--- src/rtl/pit_request_arbiter.sv ---
// Serialises interest (lookup-or-insert) and data (lookup-and-mark) requests onto one PIT lookup engine.
// Optional WAIT timeout is built when the macro PIT_ARB_TIMEOUT_EN is defined.
module pit_request_arbiter #(
  parameter int PREFIX_W       = 64,
  parameter int LEN_W          = 6,
  parameter int TIMEOUT_CYCLES = 16
) (
  input  logic                clk,
  input  logic                rst,
  input  logic                int_valid,
  output logic                int_ready,
  input  logic [PREFIX_W-1:0] int_prefix,
  input  logic [LEN_W-1:0]    int_len,
  input  logic                dat_valid,
  output logic                dat_ready,
  input  logic [PREFIX_W-1:0] dat_prefix,
  input  logic [LEN_W-1:0]    dat_len,
  output logic [PREFIX_W-1:0] tbl_prefix,
  output logic [LEN_W-1:0]    tbl_len,
  output logic [PREFIX_W-1:0] tbl_pit_out_prefix,
  output logic [LEN_W-1:0]    tbl_pit_out_len,
  output logic                tbl_out_bit,
  output logic                tbl_prefix_ready,
  input  logic [63:0]         tbl_entry,
  input  logic                tbl_pit_in_bit,
  input  logic                tbl_rejected,
  output logic                rsp_valid,
  output logic                rsp_src,
  output logic                rsp_hit,
  output logic                rsp_timeout,
  output logic [63:0]         rsp_entry,
  output logic                busy
);

  typedef enum logic [1:0] {S_IDLE, S_ISSUE, S_WAIT, S_RESP} state_t;

  if (TIMEOUT_CYCLES < 1 || TIMEOUT_CYCLES > 255) begin : g_bad_timeout
    $error("TIMEOUT_CYCLES must be in 1..255");
  end

  state_t              state_q, state_d;
  logic                issue_cnt_q, issue_cnt_d;
  logic                last_grant_q, last_grant_d;
  logic                src_q, src_d;
  logic                rej_prev_q, rej_prev_d;
  logic [PREFIX_W-1:0] tbl_prefix_q, tbl_prefix_d;
  logic [LEN_W-1:0]    tbl_len_q, tbl_len_d;
  logic [PREFIX_W-1:0] pit_out_prefix_q, pit_out_prefix_d;
  logic [LEN_W-1:0]    pit_out_len_q, pit_out_len_d;
  logic                rsp_src_q, rsp_src_d;
  logic                rsp_hit_q, rsp_hit_d;
  logic                rsp_timeout_q, rsp_timeout_d;
  logic [63:0]         rsp_entry_q, rsp_entry_d;

  logic grant_int, grant_dat, xfer, wait_st;
  logic hit_evt, rej_evt, tmo_evt, done;

  // Round-robin: on contention the requester not granted last time wins.
  assign grant_int = int_valid & (~dat_valid | last_grant_q);
  assign grant_dat = dat_valid & (~int_valid | ~last_grant_q);
  assign xfer      = (state_q == S_IDLE) & (int_valid | dat_valid);
  assign wait_st   = (state_q == S_WAIT);

  // The table holds rejected high, so only its rising edge signals completion.
  assign hit_evt = wait_st & tbl_pit_in_bit;
  assign rej_evt = wait_st & tbl_rejected & ~rej_prev_q;
  assign done    = hit_evt | rej_evt | tmo_evt;

`ifdef PIT_ARB_TIMEOUT_EN
  localparam logic [7:0] TMO_LAST = 8'(TIMEOUT_CYCLES - 1);
  logic [7:0] tmo_cnt_q, tmo_cnt_d;

  always_comb begin
    tmo_cnt_d = tmo_cnt_q;
    if (state_q == S_ISSUE) tmo_cnt_d = '0;
    else if (wait_st)       tmo_cnt_d = tmo_cnt_q + 8'd1;
  end

  always_ff @(posedge clk or posedge rst) begin
    if (rst) tmo_cnt_q <= '0;
    else     tmo_cnt_q <= tmo_cnt_d;
  end

  assign tmo_evt = wait_st & (tmo_cnt_q == TMO_LAST);
`else
  assign tmo_evt = 1'b0;
`endif

  always_ff @(posedge clk or posedge rst) begin
    if (rst) state_q <= S_IDLE;
    else     state_q <= state_d;
  end

  always_comb begin
    state_d = state_q;
    case (state_q)
      S_IDLE:  if (int_valid | dat_valid) state_d = S_ISSUE;
      S_ISSUE: if (issue_cnt_q)           state_d = S_WAIT;
      S_WAIT:  if (done)                  state_d = S_RESP;
      S_RESP:                             state_d = S_IDLE;
      default:                            state_d = S_IDLE;
    endcase
  end

  always_comb begin
    issue_cnt_d      = 1'b0;
    last_grant_d     = last_grant_q;
    src_d            = src_q;
    rej_prev_d       = rej_prev_q;
    tbl_prefix_d     = tbl_prefix_q;
    tbl_len_d        = tbl_len_q;
    pit_out_prefix_d = pit_out_prefix_q;
    pit_out_len_d    = pit_out_len_q;
    rsp_src_d        = rsp_src_q;
    rsp_hit_d        = rsp_hit_q;
    rsp_timeout_d    = rsp_timeout_q;
    rsp_entry_d      = rsp_entry_q;
    if (state_q == S_ISSUE) issue_cnt_d = ~issue_cnt_q;
    // Operands land directly in the output pair so they are valid from the first ISSUE cycle.
    if (xfer) begin
      src_d = grant_dat;
      if (grant_int) begin
        tbl_prefix_d = int_prefix;
        tbl_len_d    = int_len;
      end else begin
        pit_out_prefix_d = dat_prefix;
        pit_out_len_d    = dat_len;
      end
    end
    if (wait_st) begin
      rej_prev_d = tbl_rejected;
      if (done) begin
        last_grant_d  = src_q;
        rsp_src_d     = src_q;
        rsp_hit_d     = hit_evt;
        rsp_timeout_d = tmo_evt & ~hit_evt & ~rej_evt;
        rsp_entry_d   = hit_evt ? tbl_entry : 64'd0;
      end
    end
  end

  always_ff @(posedge clk or posedge rst) begin
    if (rst) begin
      issue_cnt_q      <= 1'b0;
      last_grant_q     <= 1'b1;
      src_q            <= 1'b0;
      rej_prev_q       <= 1'b0;
      tbl_prefix_q     <= '0;
      tbl_len_q        <= '0;
      pit_out_prefix_q <= '0;
      pit_out_len_q    <= '0;
      rsp_src_q        <= 1'b0;
      rsp_hit_q        <= 1'b0;
      rsp_timeout_q    <= 1'b0;
      rsp_entry_q      <= '0;
    end else begin
      issue_cnt_q      <= issue_cnt_d;
      last_grant_q     <= last_grant_d;
      src_q            <= src_d;
      rej_prev_q       <= rej_prev_d;
      tbl_prefix_q     <= tbl_prefix_d;
      tbl_len_q        <= tbl_len_d;
      pit_out_prefix_q <= pit_out_prefix_d;
      pit_out_len_q    <= pit_out_len_d;
      rsp_src_q        <= rsp_src_d;
      rsp_hit_q        <= rsp_hit_d;
      rsp_timeout_q    <= rsp_timeout_d;
      rsp_entry_q      <= rsp_entry_d;
    end
  end

  // Strobes decode from the async-reset state so they drop the instant rst rises.
  always_comb begin
    int_ready        = (state_q == S_IDLE) & grant_int;
    dat_ready        = (state_q == S_IDLE) & grant_dat;
    tbl_out_bit      = (state_q == S_ISSUE) & ~src_q;
    tbl_prefix_ready = (state_q == S_ISSUE) & src_q;
    rsp_valid        = (state_q == S_RESP);
    busy             = (state_q != S_IDLE);
  end

  assign tbl_prefix         = tbl_prefix_q;
  assign tbl_len            = tbl_len_q;
  assign tbl_pit_out_prefix = pit_out_prefix_q;
  assign tbl_pit_out_len    = pit_out_len_q;
  assign rsp_src            = rsp_src_q;
  assign rsp_hit            = rsp_hit_q;
  assign rsp_timeout        = rsp_timeout_q;
  assign rsp_entry          = rsp_entry_q;

endmodule

--- config.mk ---
export PLATFORM = sky130hd
export DESIGN_NAME = pit_request_arbiter
export DESIGN_NICKNAME = d
export VERILOG_FILES = /design/src/rtl/pit_request_arbiter.sv
export SDC_FILE = /design/constraint.sdc
export NUM_CORES = 1
export LEC_CHECK = 0
export CORE_MARGIN = 3
export CORE_UTILIZATION = 26
export DETAILED_ROUTE_END_ITERATION = 8
export PLACE_DENSITY = 0.68
export SYNTH_ARGS = -nofsm -noshare
export SYNTH_HDL_FRONTEND = slang
export SYNTH_SLANG_ARGS = --single-unit
--- constraint.sdc ---
create_clock -name clk -period 14.9 [get_ports clk]
set_input_delay 4.47 -clock clk [delete_from_list [all_inputs] [get_ports clk]]
set_output_delay 4.47 -clock clk [all_outputs]
set_load 0.02 [all_outputs]
; After elaboration in Yosys (flattened, before gate mapping)
; Index checks and enable logic that the tools add are counted.
; Widths: inputs -> output; s select.
[totals]
register_bits = 212
output_inout_bits = 213
word_cells = 51
[op_classes]
eq_ne = 6
muxes = 6
n_bitwise = 21
n_reduce_logical = 6
[op_table]
columns = op, count
row1 = $mux 64, 1
row2 = $and 1x1->1, 10
row3 = $pmux 2 s4, 1
row4 = $not 1->1, 7
row5 = $mux 2, 3
row6 = $reduce_and 2->1, 3
row7 = $eq 2x2->1 const B, 2
row8 = $ne 2x2->1 const B, 2
row9 = $or 1x1->1, 4
row10 = $reduce_and 3->1, 1
row11 = $eq 2x1->1 const B, 1
row12 = $logic_not 2->1, 1
row13 = $ne 2x1->1 const B, 1
row14 = $reduce_bool 2->1, 1
row15 = $mux 1, 1

; Longest topological paths before layout
; Gate-level depths: netlist (run 1).
[logic_depth]
depth_word = 6
depth_mapped = 7
ltp_nobuf = 5

; Worst setup path before layout (run 1)
; Ideal clock, no wire load.
[synth_path]
path_type = input to output
from = in dat_valid
to = out int_ready
t_arrival_ns = 5.108
required_time_ns = 10.430
slack_ns = 5.322
path_stages = 4
n_path_buf = 1
cell_sequence = inv_1 > o211ai_4 > buf_6 > inv_1
[synth_via]
elab_chain_cells = 4
[synth_rtl]
columns = item, line
row1 = start: declaration, 14  ; input logic dat_valid,
row2 = $not 1->1, 59  ; assign grant_int = int_valid & (~dat_valid | last_grant_q);
row3 = $or 1x1->1, 59
row4 = $and 1x1->1, 59
row5 = $and 1x1->1, 174  ; int_ready = (state_q == S_IDLE) & grant_int;
row6 = end: declaration, 11  ; output logic int_ready,
; Every way passes these cells.

; Worst setup path after layout (run 1)
; Ends and elaborated chain as after synthesis.

==> results.md, run 1 <==
- The run finished with clean final reports.
- The final setup skew is 15.9 ps.
- Based on the critical path, the design can be clocked at up to 0.0892 GHz.
- The total half-perimeter wirelength after legalization and detailed placement is 17.2 mm.
- For this block, the routed nets add up to 23.7 mm of wire.
- The number of nets in the synthesized netlist is 693.
- The count of buffering cells on the critical path with inverters included is 5.
- The initial antenna violation count is 0.
- The sequential-to-total area share from yosys stat is 0.673.
- From left edge to right edge, the die measures 180 um.
- The tool flagged a number of max-cap violations equal to 0.
- In the post-synthesis netlist, the cell with the most instances is sky130_fd_sc_hd__dfrtp_1.
- The clock period minus worst slack is 11210 ps.
- The mapped netlist covers 0.00788 sq mm.
- The number of slew-limit violations in the final report came to 0.
- The detail route stage leaves a number of antenna-violating nets equal to 0.
- In the finished design, the share of the clock period the worst path needs comes to 0.753.
- Setup repair after global routing left no endpoint under its margin.
- The final layout net count is 1117.
- In this run the critical register-to-register path is captured at tbl_pit_out_prefix[7].
- The kind of cell adding the most delay to the critical path is buffers and inverters.
- The number of cells produced by synthesis is 479.
- The tightest min-delay check is of the reg -> reg type.
- In this run the register-to-register setup slack is 12530 ps.
- Dividing the detail-routed via count by the number of cells gives 4.35.
- The number of endpoints with negative hold slack in the final report is 0.
- Clock tree synthesis selected as its root buffer the cell sky130_fd_sc_hd__clkbuf_16.
- In this run the number of cells on the critical path is 6.
- The maximum fanout encountered on the critical timing path is 71.
- For this run, the total global-route usage over all layers was measured as 0.140.
- In this run the worst setup path terminates at int_ready.
- The worst-case IR drop observed on VDD is 0.139 mV.
- The largest incremental delay on the critical path is 720 ps.
- The floorplan step defined a core boundary enclosing 0.0298 sq mm.
- The count of instances resized after the clock tree is built is 0.
- The number of warnings issued by yosys is 0.
- The leakage power total is 0.00567 uW.
- The number of clock sinks is 212.
- The maximum clock insertion buffer count is 3.
- After clock tree synthesis, the clock-pin slew on the worst setup and hold paths is 60 ps.
- For this design the top-level I/O count stands at 423.
- The worst reg2reg path startpoint is state_q[0].
- On the critical path, the stage with the largest delay is an instance of sky130_fd_sc_hd__buf_4.
- The async set or reset register ratio after synthesis is 1.00.
- The number of setup buffers added after CTS is 0.
- The total negative slack is 0 ps.
- The floorplan die area is 0.0324 sq mm.
- The first global-routing pass estimated 36.4 mm of wire.
- The signed area change from the synthesized netlist to the final layout is 68.7%.
- The startpoint-to-endpoint class of the critical path is in -> out.
- Counting instances, the worst hold path has a depth of 1.
- The actual slew at the worst max-slew pin is 960 ps.
- In the routed design, unresolved DRC markers number 0.
- The leading register cell type out of synthesis is sky130_fd_sc_hd__dfrtp_1.
- After synthesis the netlist holds a flip-flop and latch count of 212.
- In the final routed layout, each cell accounts on average for 18.1 um.
- The initial utilization of the core area, before any placement, comes to 0.265.
- The fraction of post-synthesis cell area in the top cell type by area is 0.670.
- The critical path data arrival time is 6740 ps.
- The most critical setup path has its startpoint at dat_valid.
- The number of levels in the clock H-tree is 1.
- Port buffering added 421 buffers.
- The maximum number of pins on one net before global-route repair is 73.
- The synthesized area per cell is 16.5 sq um.
- The worst hold-check slack is 431 ps.
- The kind of start point of the critical path is an input pin.
- The number of global-route vias before repair is 6100.
- Headroom to the max-slew limit came out at 0.360.
- The signal on the critical path passes through clkdlybuf4s50_1 -> inv_1 -> o211ai_4 -> buf_4 -> inv_1 -> clkdlybuf4s50_1.
- The number of cells on the worst reg-to-reg path is 6.
- Dividing total power by cell area gives a power density of 232 mW/mm^2.
- The synthesized design spends more area on one cell type than any other, namely sky130_fd_sc_hd__dfrtp_1.
- Yosys mapped the design onto 24 distinct sky130hd cell types.
- TritonCTS built the clock tree.
- Ranked by instance count, the synthesized netlist is headed by sky130_fd_sc_hd__dfrtp_1, sky130_fd_sc_hd__mux2_2, sky130_fd_sc_hd__a22o_1.
- The total power of the final layout is 3080 uW.
- Once layout is complete, the utilization of the core stands at 0.446.
- Setup violations remaining at the end of the flow were counted as 0.
- The antenna cell count is 0.
- From bottom edge to top edge, the die measures 180 um.
- Yosys mapped a number of flops with a built-in enable equal to 0.
- The pre-antenna-repair detailed-routing pass consisted of 4 iterations.
- Summing over every cut layer, the via total after detailed routing is 5694.
- Of the cells placed in the final design, the portion with a size suffix greater than 1 is 0.215.
- The critical path required time is 10430 ps.
- After global routing the overflow that remains totals 0.
- The last weighted congestion value of the routability-driven placer is 0.796.
- The row count is 63.
- Ranked by total cell area, the synthesized netlist is headed by sky130_fd_sc_hd__dfrtp_1, sky130_fd_sc_hd__mux2_2, sky130_fd_sc_hd__a22o_1.
- The number of buffers added to fix hold violations after cts is 0.
- Clock latency on the worst-skew pair, taken at its later pin, is 510 ps.
- STA classifies the critical path endpoint as an output pin.
- The violation count after the first detailed-routing iteration is 189.
- The total CTS buffers is 24.
[final cells by class]
class / instances / area, sq um
clock buffer: 35 / 743
multi-input combinational: 230 / 2370
fill: 2727 / 16500
timing repair buffer: 428 / 4270
clock inverter: 7 / 92.6
sequential: 212 / 5310
tap: 390 / 488
inverter: 7 / 33.8
[stage by stage]
step / cells / worst slack (ps) / cell area (sq um)
after floorplan: 479 / 4640 / 7880
after CTS: 1309 / 3650 / 13300
final: 1309 / 3690 / 13300
after global placement: 1267 / 3700 / 12500
after global routing: 1309 / 3490 / 13300
after detailed placement: 1267 / 3640 / 12500
[flip-flops by register name (all words and copies together) (netlist names)]
name                count
tbl_prefix             64
issue_cnt_q             1
state_q                 2
tbl_pit_out_prefix     64
rsp_entry              64
tbl_len                 6
tbl_pit_out_len         6
rej_prev_q              1
src_q                   1
rsp_src                 1
last_grant_q            1
rsp_hit                 1
[cells in the final DEF (no fill, tap or decap)]
master                            Yosys  routed
sky130_fd_sc_hd__mux2_2             144     144
sky130_fd_sc_hd__nand3_2              1       1
sky130_fd_sc_hd__clkbuf_16            0      25
sky130_fd_sc_hd__inv_8                0       1
sky130_fd_sc_hd__clkdlybuf4s50_1      0     421
sky130_fd_sc_hd__clkinv_2             0       3
sky130_fd_sc_hd__o211ai_4             1       1
sky130_fd_sc_hd__dfstp_2              1       1
sky130_fd_sc_hd__nor2_1               3       3
sky130_fd_sc_hd__a21oi_1              1       1
sky130_fd_sc_hd__a22o_1              64      64
sky130_fd_sc_hd__ha_1                 4       4
sky130_fd_sc_hd__clkbuf_1             2       2
sky130_fd_sc_hd__dfrtp_1            211     211
sky130_fd_sc_hd__and2_1               2       1
sky130_fd_sc_hd__conb_1               1       1
sky130_fd_sc_hd__nor2b_1              2       2
sky130_fd_sc_hd__nor2b_2              1       1
sky130_fd_sc_hd__nand2_1              2       2
sky130_fd_sc_hd__and2_2               0       1
sky130_fd_sc_hd__a21o_1               1       1
sky130_fd_sc_hd__a221oi_1             1       1
sky130_fd_sc_hd__o21ai_4              0       1
sky130_fd_sc_hd__inv_1                7       6
sky130_fd_sc_hd__bufinv_16            0       2
sky130_fd_sc_hd__o32a_1               1       1
sky130_fd_sc_hd__inv_6                0       2
sky130_fd_sc_hd__clkbuf_8             0       8
sky130_fd_sc_hd__buf_4                1       7
[layer usage]
metal  global-route usage  vias up  wire length, um
met3               0.0531       32             2410
met4               0.0347        0              456
met2                0.233      258            11500
met1                0.171     2826             9340
met5                    0        -                0
li1                     -     2578                -
[kinds of logic after synthesis]
kind of cell / after synthesis / share of synthesized area
compound gates: 70 / 0.0784
fa+ha+maj: 4 / 0.00635
buf+inv: 37 / 0.0279
flops: 212 / 0.673
mux: 144 / 0.206
other cells: 1 / 0.000476
simple gates: 11 / 0.00794
[report_power, final]
group / total [uW] / switching, uW / leakage, uW / internal (uW)
Sequential: 1000 / 145 / 0.00257 / 858
Combinational: 1470 / 691 / 0.00268 / 775
Clock: 613 / 233 / 0.000417 / 379
Total: 3080 / 1070 / 0.00567 / 2010
[how the worst min path moves through the flow]
stage / from / end / slack [ps]
6_report: issue_cnt_q / issue_cnt_q / 430
3_3_place_gp: issue_cnt_q / issue_cnt_q / 420
3_5_place_dp: issue_cnt_q / issue_cnt_q / 430
4_1_cts: issue_cnt_q / issue_cnt_q / 440
5_1_grt: issue_cnt_q / issue_cnt_q / 460
2_1_floorplan: issue_cnt_q / issue_cnt_q / 400
No activity file was read; power rests on OpenSTA's default activity.
==> inputs of run 2 (changes only) <==
==> constraint.sdc (replaced) <==
create_clock -name clk -period 11.55 [get_ports clk]
set_input_delay 3.465 -clock clk [delete_from_list [all_inputs] [get_ports clk]]
set_output_delay 3.465 -clock clk [all_outputs]
set_load 0.02 [all_outputs]
==> results.md, run 2 (synthesis gave the netlist of run 1 again) <==
- The analysis attributes to net switching a power of 1380 uW.
- The actual slew at the worst max-slew pin is 959 ps.
- The source of the worst hold timing path is issue_cnt_q.
- Setup violations remaining at the end of the flow were counted as 0.
- The top cell types in the final layout, fill and taps aside, are sky130_fd_sc_hd__clkdlybuf4s50_1, sky130_fd_sc_hd__dfrtp_1, sky130_fd_sc_hd__mux2_2.
- The worst setup path is captured at an output pin.
- In this run, post-CTS repair resized a total of 0 instances.
- The clock arrives with 21.7 ps of skew.
- The tightest slew margin relative to the limit is 0.361.
- The layout cell share with drive strength beyond 1 is 0.215.
- The worst reg2reg path startpoint is state_q[0].
- The CTS tree is yes.
- For this run, the top clock speed supported by timing is 0.116 GHz.
- For this design the static power due to leakage is 0.00566 uW.
- The first global-routing pass estimated 37.0 mm of wire.
- The cell-internal power is 2580 uW.
- The final layout contains routed wiring with a total length of 23.8 mm.
- In the routed layout, each cell is associated on average with a via count of 4.32.
- The number of slew-limit violations in the final report was 0.
- At the later pin of the worst-skew pair, clock insertion delay measures 510 ps.
- The remaining number of nets flagged by the antenna check after routing is 0.
- The count of vias placed by the detailed router is 5662.
- The number of maximum-capacitance constraint violations is 0.
- The violation count after the first detailed-routing iteration is 187.
- Traced cell by cell, the critical path runs through clkdlybuf4s50_1 -> nand2_1 -> nand3_2 -> buf_4 -> inv_1 -> clkdlybuf4s50_1.
- The initial antenna violation count was 0.
- VDD sags by at most 0.168 mV.
- Dividing the final minimum period by the clock period gives 0.746.
- During I/O placement, the number of pins put on the boundary was 423.
- CTS built an H-tree with a depth of 1.
- The number of endpoints with negative hold slack in the final report came to 0.
- The slowest cell on the critical path is sky130_fd_sc_hd__clkdlybuf4s50_1.
- At the end of the flow, the number of nets in the layout was 1118.
- The worst register-to-register path has a depth of 6.
- The last weighted congestion value of the routability-driven placer is 0.799.
- Clock-pin slew was measured on the worst setup and hold paths at 60 ps.
- The DRC violation count after routing is 0.
- The number of port buffers is 421.
- Once layout is complete, the cells apart from fillers number 1312.
- Counting I/O delays and the setup requirement, the final critical path takes 8620 ps.
- The startpoint-to-endpoint class of the critical path is in -> out.
- The total overflow left after global routing is 0.
- The row count is 63.
- In this run the power density over the cells is 298 mW/mm^2.
- The antenna cell count is 0.
- In this run the worst path has a maximum fanout of 20.
- For this run, the total global-route usage over all layers was measured as 0.142.
- The number of buffers added to fix hold violations after cts is 0.
- The flow ran to the end, and the final reports show no timing, DRC or antenna violations.
- The number of placed instances, taps included, is 1267.
- Setup repair after global routing left no endpoint under its margin.
- The number of global-route vias before repair is 6154.
- The tightest min-delay check is of the reg -> reg type.
- Entering global routing, the biggest net connects 85 pins.
- The area growth from synthesis to layout is 68.5%.
- The end point of the critical path is dat_ready.
- The share of total power dissipated in sequential elements is 0.326.
- The total CTS buffers is 25.
- The end of the worst register-to-register path is tbl_pit_out_prefix[12].
- Among the stages of the critical path, the cell type that occurs most often is sky130_fd_sc_hd__clkdlybuf4s50_1.
- The largest single stage delay on the critical path is 580 ps.
- Of the total power, combinational logic draws 0.477.
- The horizontal die dimension is 180 um.
- The cell sitting at the root of the clock tree is a sky130_fd_sc_hd__clkbuf_16.
- In the final timing run, aggregate negative setup slack is 0 ps.
- Leaving out fill and tap cells, the most frequent cell in the layout is sky130_fd_sc_hd__clkdlybuf4s50_1.
- Of the total power, the clock network draws 0.197.
- The initial utilization of the core area, before any placement, comes to 0.265.
- The floorplan step defined a die boundary enclosing 0.0324 sq mm.
- The kind of start point of the critical path is an input pin.
- In the final routed layout, each cell accounts on average for 18.2 um.
- For flop-to-flop paths, the worst setup slack is 9220 ps.
- The floorplan step defined a core boundary enclosing 0.0298 sq mm.
- Of the total power, the share spent switching nets is 0.349.
- Summed over all nets, the half-perimeter wirelength after detailed placement is 16.9 mm.
- The most critical setup path has its startpoint at int_valid.
- The maximum clock insertion buffer count is 3.
- Hold is met by 434 ps.
- Data on the critical path is required at its endpoint by 8090 ps.
- The number of setup buffers added after CTS is 0.
- The critical path data arrival time is 5160 ps.
- The number of clock sinks is 212.
- The utilization after layout is 0.446.
- The chip height is 180 um.
- The first-pass detailed-route iteration total is 4.
- The total power of the final layout is 3960 uW.
[run 2: worst min-delay path by stage]
stage / endpoint / depth (start not counted) / slack (ps)
3_5_place_dp: issue_cnt_q / 1 / 420
2_1_floorplan: issue_cnt_q / 1 / 400
4_1_cts: issue_cnt_q / 1 / 440
3_3_place_gp: issue_cnt_q / 1 / 420
5_1_grt: issue_cnt_q / 1 / 490
6_report: issue_cnt_q / 1 / 430
[run 2: metrics by stage]
step | area [sq um] | setup WS, ps
after floorplan | 7880 | 2290
after global placement | 12500 | 2940
after detailed placement | 12500 | 2890
after CTS | 13300 | 2890
after global routing | 13300 | 2810
final | 13300 | 2930
[run 2: worst max-delay path, delay by kind of cell]
kind	cells	cell delay [ps]
buffers and inverters	4	1500
AND/OR/NAND/NOR	2	180
[run 2: area by class of cell]
type                       count  area [sq um]
fill                        2729         16500
sequential                   212          5310
timing repair buffer         428          4270
multi-input combinational    230          2370
clock buffer                  35           713
tap                          390           488
clock inverter                10           104
inverter                       7          33.8
[run 2: per-layer routing]
metal,track usage,share of wire,up-vias
li1,-,-,2583
met1,0.173,0.41,2809
met2,0.244,0.49,236
met3,0.0478,0.080,34
met4,0.0329,0.024,0
met5,0,0,-
[run 2: power groups by stage]
stage | sequential, uW | clock (uW) | combinational, uW
floorplan | 1720 | 0 | 539
global placement | 1290 | 0 | 1890
detailed placement | 1300 | 0 | 1910
CTS | 1300 | 811 | 1920
global route | 1340 | 838 | 1990
finish | 1290 | 781 | 1890
==> inputs of run 3 (changes only) <==
--- a/config.mk
+++ b/config.mk
@@ -8,7 +8,7 @@
 export CORE_MARGIN = 3
 export CORE_UTILIZATION = 26
 export DETAILED_ROUTE_END_ITERATION = 8
-export PLACE_DENSITY = 0.68
+export PLACE_DENSITY = 0.7
 export SYNTH_ARGS = -nofsm -noshare
 export SYNTH_HDL_FRONTEND = slang
 export SYNTH_SLANG_ARGS = --single-unit
==> constraint.sdc (replaced) <==
create_clock -name clk -period 7.45 [get_ports clk]
set_input_delay 2.235 -clock clk [delete_from_list [all_inputs] [get_ports clk]]
set_output_delay 2.235 -clock clk [all_outputs]
set_load 0.02 [all_outputs]
==> results.md, run 3 (synthesis gave the netlist of run 1 again) <==
- TritonCTS built the clock tree.
- The power density normalized to cell area is 464 mW/mm^2.
- The library cell used most frequently in the layout, excluding fill and tap cells, is sky130_fd_sc_hd__clkdlybuf4s50_1.
- Derived from the worst setup path, the maximum achievable clock frequency is 0.161 GHz.
- The initial antenna violation count came to 0.
- Setup repair after global routing left no endpoint under its margin.
- The setup slack of the critical path after layout is 1230 ps.
- Of all nets on the critical path, the largest fanout is 24.
- The number of endpoints with negative hold slack in the final report is 0.
- The layout cell share with drive strength beyond 1 is 0.212.
- Clock tree synthesis found a total of 212 sinks.
- The repair_antennas step left the layout with diodes totalling 0.
- Summed over all layers, the global routing overflow is 0.
- The category of the worst setup path capture point is an output pin.
- The root buffer selected by CTS is sky130_fd_sc_hd__clkbuf_16.
- The final route contains 5699 vias.
- The setup slack at placement is 1200 ps.
- The initial utilization of the core area, before any placement, comes to 0.265.
- After detailed routing, the number of vias per cell comes to 4.35.
- At the end of routability-driven placement, the weighted congestion stood at 0.752.
- The number of port buffers is 421.
- Clock skew on the completed layout was measured at 23.4 ps.
- The analysis attributes to cell leakage a power of 0.00566 uW.
- The flow ran to the end, and the final reports show no timing, DRC or antenna violations.
- Entering global routing, the biggest net connects 113 pins.
- The actual slew at the worst max-slew pin is 965 ps.
- Once the clock tree was built, the resizer swapped 0 gates to a different size.
- The total half-perimeter wirelength after legalization and detailed placement is 17.3 mm.
- The first global-routing pass estimated 37.3 mm of wire.
- Dividing the final minimum period by the clock period gives 0.834.
- The worst setup path is of the in -> out kind.
- The number of global-route vias before repair is 6311.
- The slowest cell on the critical path is sky130_fd_sc_hd__clkdlybuf4s50_1.
- Wires add up to 24.0 mm.
- The dominant cell type by count on the critical path is sky130_fd_sc_hd__clkdlybuf4s50_1.
- The clock period minus worst slack is 6220 ps.
- The horizontal die dimension is 180 um.
- In this design, the largest share of critical-path delay is due to buffers and inverters.
- Across every metal layer, demand over resource in global routing totals 0.143.
- In the routed design, unresolved DRC markers number 0.
- The critical path goes through clkdlybuf4s50_1 -> nand2_1 -> nand3_4 -> inv_1 -> clkdlybuf4s50_1.
- The tightest slew margin relative to the limit is 0.357.
- Buffers inserted to repair hold after CTS numbered 0.
- The maximum clock insertion buffer count is 3.
- The top cell types in the final layout, fill and taps aside, are sky130_fd_sc_hd__clkdlybuf4s50_1, sky130_fd_sc_hd__dfrtp_1, sky130_fd_sc_hd__mux2_2.
- The chip height is 180 um.
- The first detailed-routing pass ran for 4 iterations.
- The number of buffers and inverters on the critical path is 3.
- The remaining number of nets flagged by the antenna check after routing is 0.
- Clock latency on the worst-skew pair, taken at its later pin, is 520 ps.
- STA classifies the critical path startpoint as an input pin.
- Counting the buffers created by CTS gives 24.
- After detailed routing, the average wire length per cell comes to 18.3 um.
- The area inside the core boundary is 0.0298 sq mm.
- The floorplan die area is 0.0324 sq mm.
- Setup violations remaining at the end of the flow were counted as 0.
- The number of slew-limit violations in the final report is 0.
- The row count is 63.
- VDD sags by at most 0.236 mV.
- In the final design database the tool counted 1117 nets.
- The violation count after the first detailed-routing iteration is 154.
- In the final timing run, aggregate negative setup slack is 0 ps.
- Data arrives at the worst endpoint at 3980 ps.
- The tightest min-delay check is of the reg -> reg type.
- The largest single stage delay on the critical path is 630 ps.
- The critical path required time is 5220 ps.
- The signed area change from the synthesized netlist to the final layout is 68.7%.
- The number of levels in the clock H-tree is 1.
- Across the run, the number of max-cap violations was 0.
- The post-CTS clock slew at the launch and capture registers of the worst setup and hold paths is 60 ps.
- The count of pins on the block boundary is 423.
- In this run the post-CTS setup repair buffer count came out at 0.
-- run 3: worst paths after layout --
check	startpoint	to	slack [ps]	depth (start not counted)
max reg2reg	state_q[0]	tbl_pit_out_prefix[53]	5160	5
max	int_valid	dat_ready	1230	5
min in group asynchronous	rst	tbl_prefix[10]	2230	3
min	issue_cnt_q	issue_cnt_q	420	1
max in group asynchronous	rst	tbl_prefix[21]	4000	4
min reg2reg	issue_cnt_q	issue_cnt_q	420	1
-- run 3: layer usage --
layer	global-route usage	part of all wire	vias up
met5	0	0	-
met4	0.0427	0.031	0
met3	0.0495	0.084	42
met2	0.259	0.51	268
met1	0.159	0.37	2813
li1	-	-	2576
-- run 3: through the flow --
stage               utilization  hold WS (ps)  instance area [sq um]  total power (uW)  std cells
finish                    0.446           424                  13300              6170       1310
global placement          0.419           419                  12500              4940       1267
CTS                       0.446           428                  13300              6270       1310
global route              0.446           459                  13300              6500       1310
detailed placement        0.419           425                  12500              5000       1267
floorplan                     -           398                   7890              3500        479
-- run 3: cell type report --
| type | count | area (sq um) |
|---|---|---|
| Clock buffer | 35 | 703 |
| Sequential cell | 212 | 5310 |
| Timing Repair Buffer | 428 | 4280 |
| Multi-Input combinational cell | 230 | 2380 |
| Inverter | 7 | 30.0 |
| Tap cell | 390 | 488 |
| Clock inverter | 8 | 115 |
| Fill cell | 2721 | 16500 |
-- run 3: power by group --
part           internal [uW]  switching, uW  total, uW
Clock                    755            470       1220
Sequential              1720            299       2020
Combinational           1550           1380       2930
Total                   4020           2150       6170
==> patch (flow settings as in run 3) <==
Add a define of `PIT_ARB_TIMEOUT_EN`.
--- a/src/rtl/pit_request_arbiter.sv
+++ b/src/rtl/pit_request_arbiter.sv
@@ -1,5 +1,7 @@
 // Serialises interest (lookup-or-insert) and data (lookup-and-mark) requests onto one PIT lookup engine.
 // Optional WAIT timeout is built when the macro PIT_ARB_TIMEOUT_EN is defined.
+`define PIT_ARB_TIMEOUT_EN
+
 module pit_request_arbiter #(
   parameter int PREFIX_W       = 64,
   parameter int LEN_W          = 6,
Check against the original RTL: same outputs for any inputs over 4 cycles, from zero or initial values and one cycle with rst high; that may be too few to reach the edited logic, so the function may still have changed.
==> patch against run 3 <==
Clock power increased by 4%. Worst setup slack improved by 0.053 ns. Cell area up 3.8%. Synthesized cell count up 11%. Wire length grew 3.4%. Register-to-register slack lost 0.15 ns. Critical path depth is the same. Sequential cell count grew 9. Synthesized area increased by 5.0%. Total power grew 4.4%. Final cell count is 4.5% higher. Die area increased by 4.9%. Worst hold slack better by 0.0082 ns. Largest power group unchanged.
==> patch: results (changes against run 3) <==
Worst setup path
  • Critical path fanouts, max: 4 (-83%)
  • WP data arrival: 3.93 ns (-0.05 ns)
  • Critical path's largest stage delay: 0.61 ns (-0.02 ns)
  • R2r worst-path depth: 6 (+1)

Logic synthesis
  • Leading cell types by count after synthesis: dfrtp_1, mux2_2, a22o_1
  • Sequential share of the synthesized area: 66.8% (-0.51 points)
  • Post-Syn Nets: 745 (+7.5%)
  • Top cells by area, synth: dfrtp_1, mux2_2, a22o_1

Global route
  • GR Util met2: 23.0% (-3.0 points)
  • GRT Total Usage: 13.6% (-0.72 points)
  • Vias in the first global route: 6,553 (+3.8%)
  • GR Util met1: 15.8% (-0.13 points)
  • Pin count of the biggest net entering global routing: 144 (+27%)
  • Global Route met3 Usage: 6.10% (+1.2 points)

Placement
  • GPL Wtd Cong: 0.734 (-2.3%)
  • Post-Place Cells: 1,324 (+4.5%)
  • Post-DP Area: 13,000 sq um (+3.8%)

CTS
  • Inserted Clock Buffers: 25 (+4.2%)

Finish
  • Final net count: 1,170 (+4.7%)
  • Layout cells sized above 1: 20.5% (-0.74 points)
  • Cell Count, Final, Fillers Out: 1,369 (+4.5%)

Drt
  • Detail Route met2 WL: 11.8 mm (-4.5%)
  • Met3 routed WL: 2.92 mm (+44%)
  • Routed vias: 6,117 (+7.3%)

Power and ir drop
  • Peak supply drop: 277 uV (+17%)
  • Pint: 4.17 mW (+3.7%)

Run status
  • Outcome: finished, final reports clean

STA
  • Least-Margin Pin Slew: 0.970 ns (+0.00480 ns)
[patch: cell count changes after synthesis, sizes merged, moves of 2 or more]
cell,before,now
a21oi,1,8
buf,27,13
clkbuf,3,18
dfrtp,211,220
inv,7,14
nand2,2,7
nand3,1,4
nor2,3,5
nor3b,0,2
nor4,0,2
o22ai,0,4
xnor2,0,2
[patch: final timing paths]
path | to | slack, ns
hold reg to reg | issue_cnt_q$_DFF_PP0_ | 0.43
min in group asynchronous | tbl_prefix[25]$_DFFE_PP0P_ | 2.24
hold / removal | issue_cnt_q$_DFF_PP0_ | 0.43
setup reg to reg | tbl_pit_out_prefix[5]$_DFFE_PP0P_ | 5.01
setup / recovery | int_ready | 1.29
max in group asynchronous | rsp_entry[40]$_DFFE_PP0P_ | 4.38
[patch: layout make-up]
type,instances,share of cell area [%]
clock buffers,34,5.21
clock inverters,11,0.970
inverters,14,0.408
multi-input cells,264,18.7
flip-flops and latches,221,40.1
well taps,396,3.59
repair buffers,429,31.1
[patch: kinds of logic (layout without fill, tap and decap cells)]
logic type                 Yosys count  count (layout)  synth area share (%)
buffers and inverters               45             488                  2.28
adders and majority gates            5               5                 0.756
and+or+nand+nor                     28              28                  1.93
muxes                              145             145                  19.7
AOI/OAI and AO/OA                   84              84                  8.31
DFF                                221             221                  66.8
xor gates and xnor gates             2               2                 0.212
[patch: power groups by stage]
stage	Clock, mW	Combinational (mW)	Sequential (mW)
2_1_floorplan	0	0.918	2.76
3_5_place_dp	0	3.09	2.14
6_report	1.27	3.05	2.12
5_1_grt	1.36	3.23	2.19
4_1_cts	1.31	3.10	2.13
3_3_place_gp	0	3.05	2.11
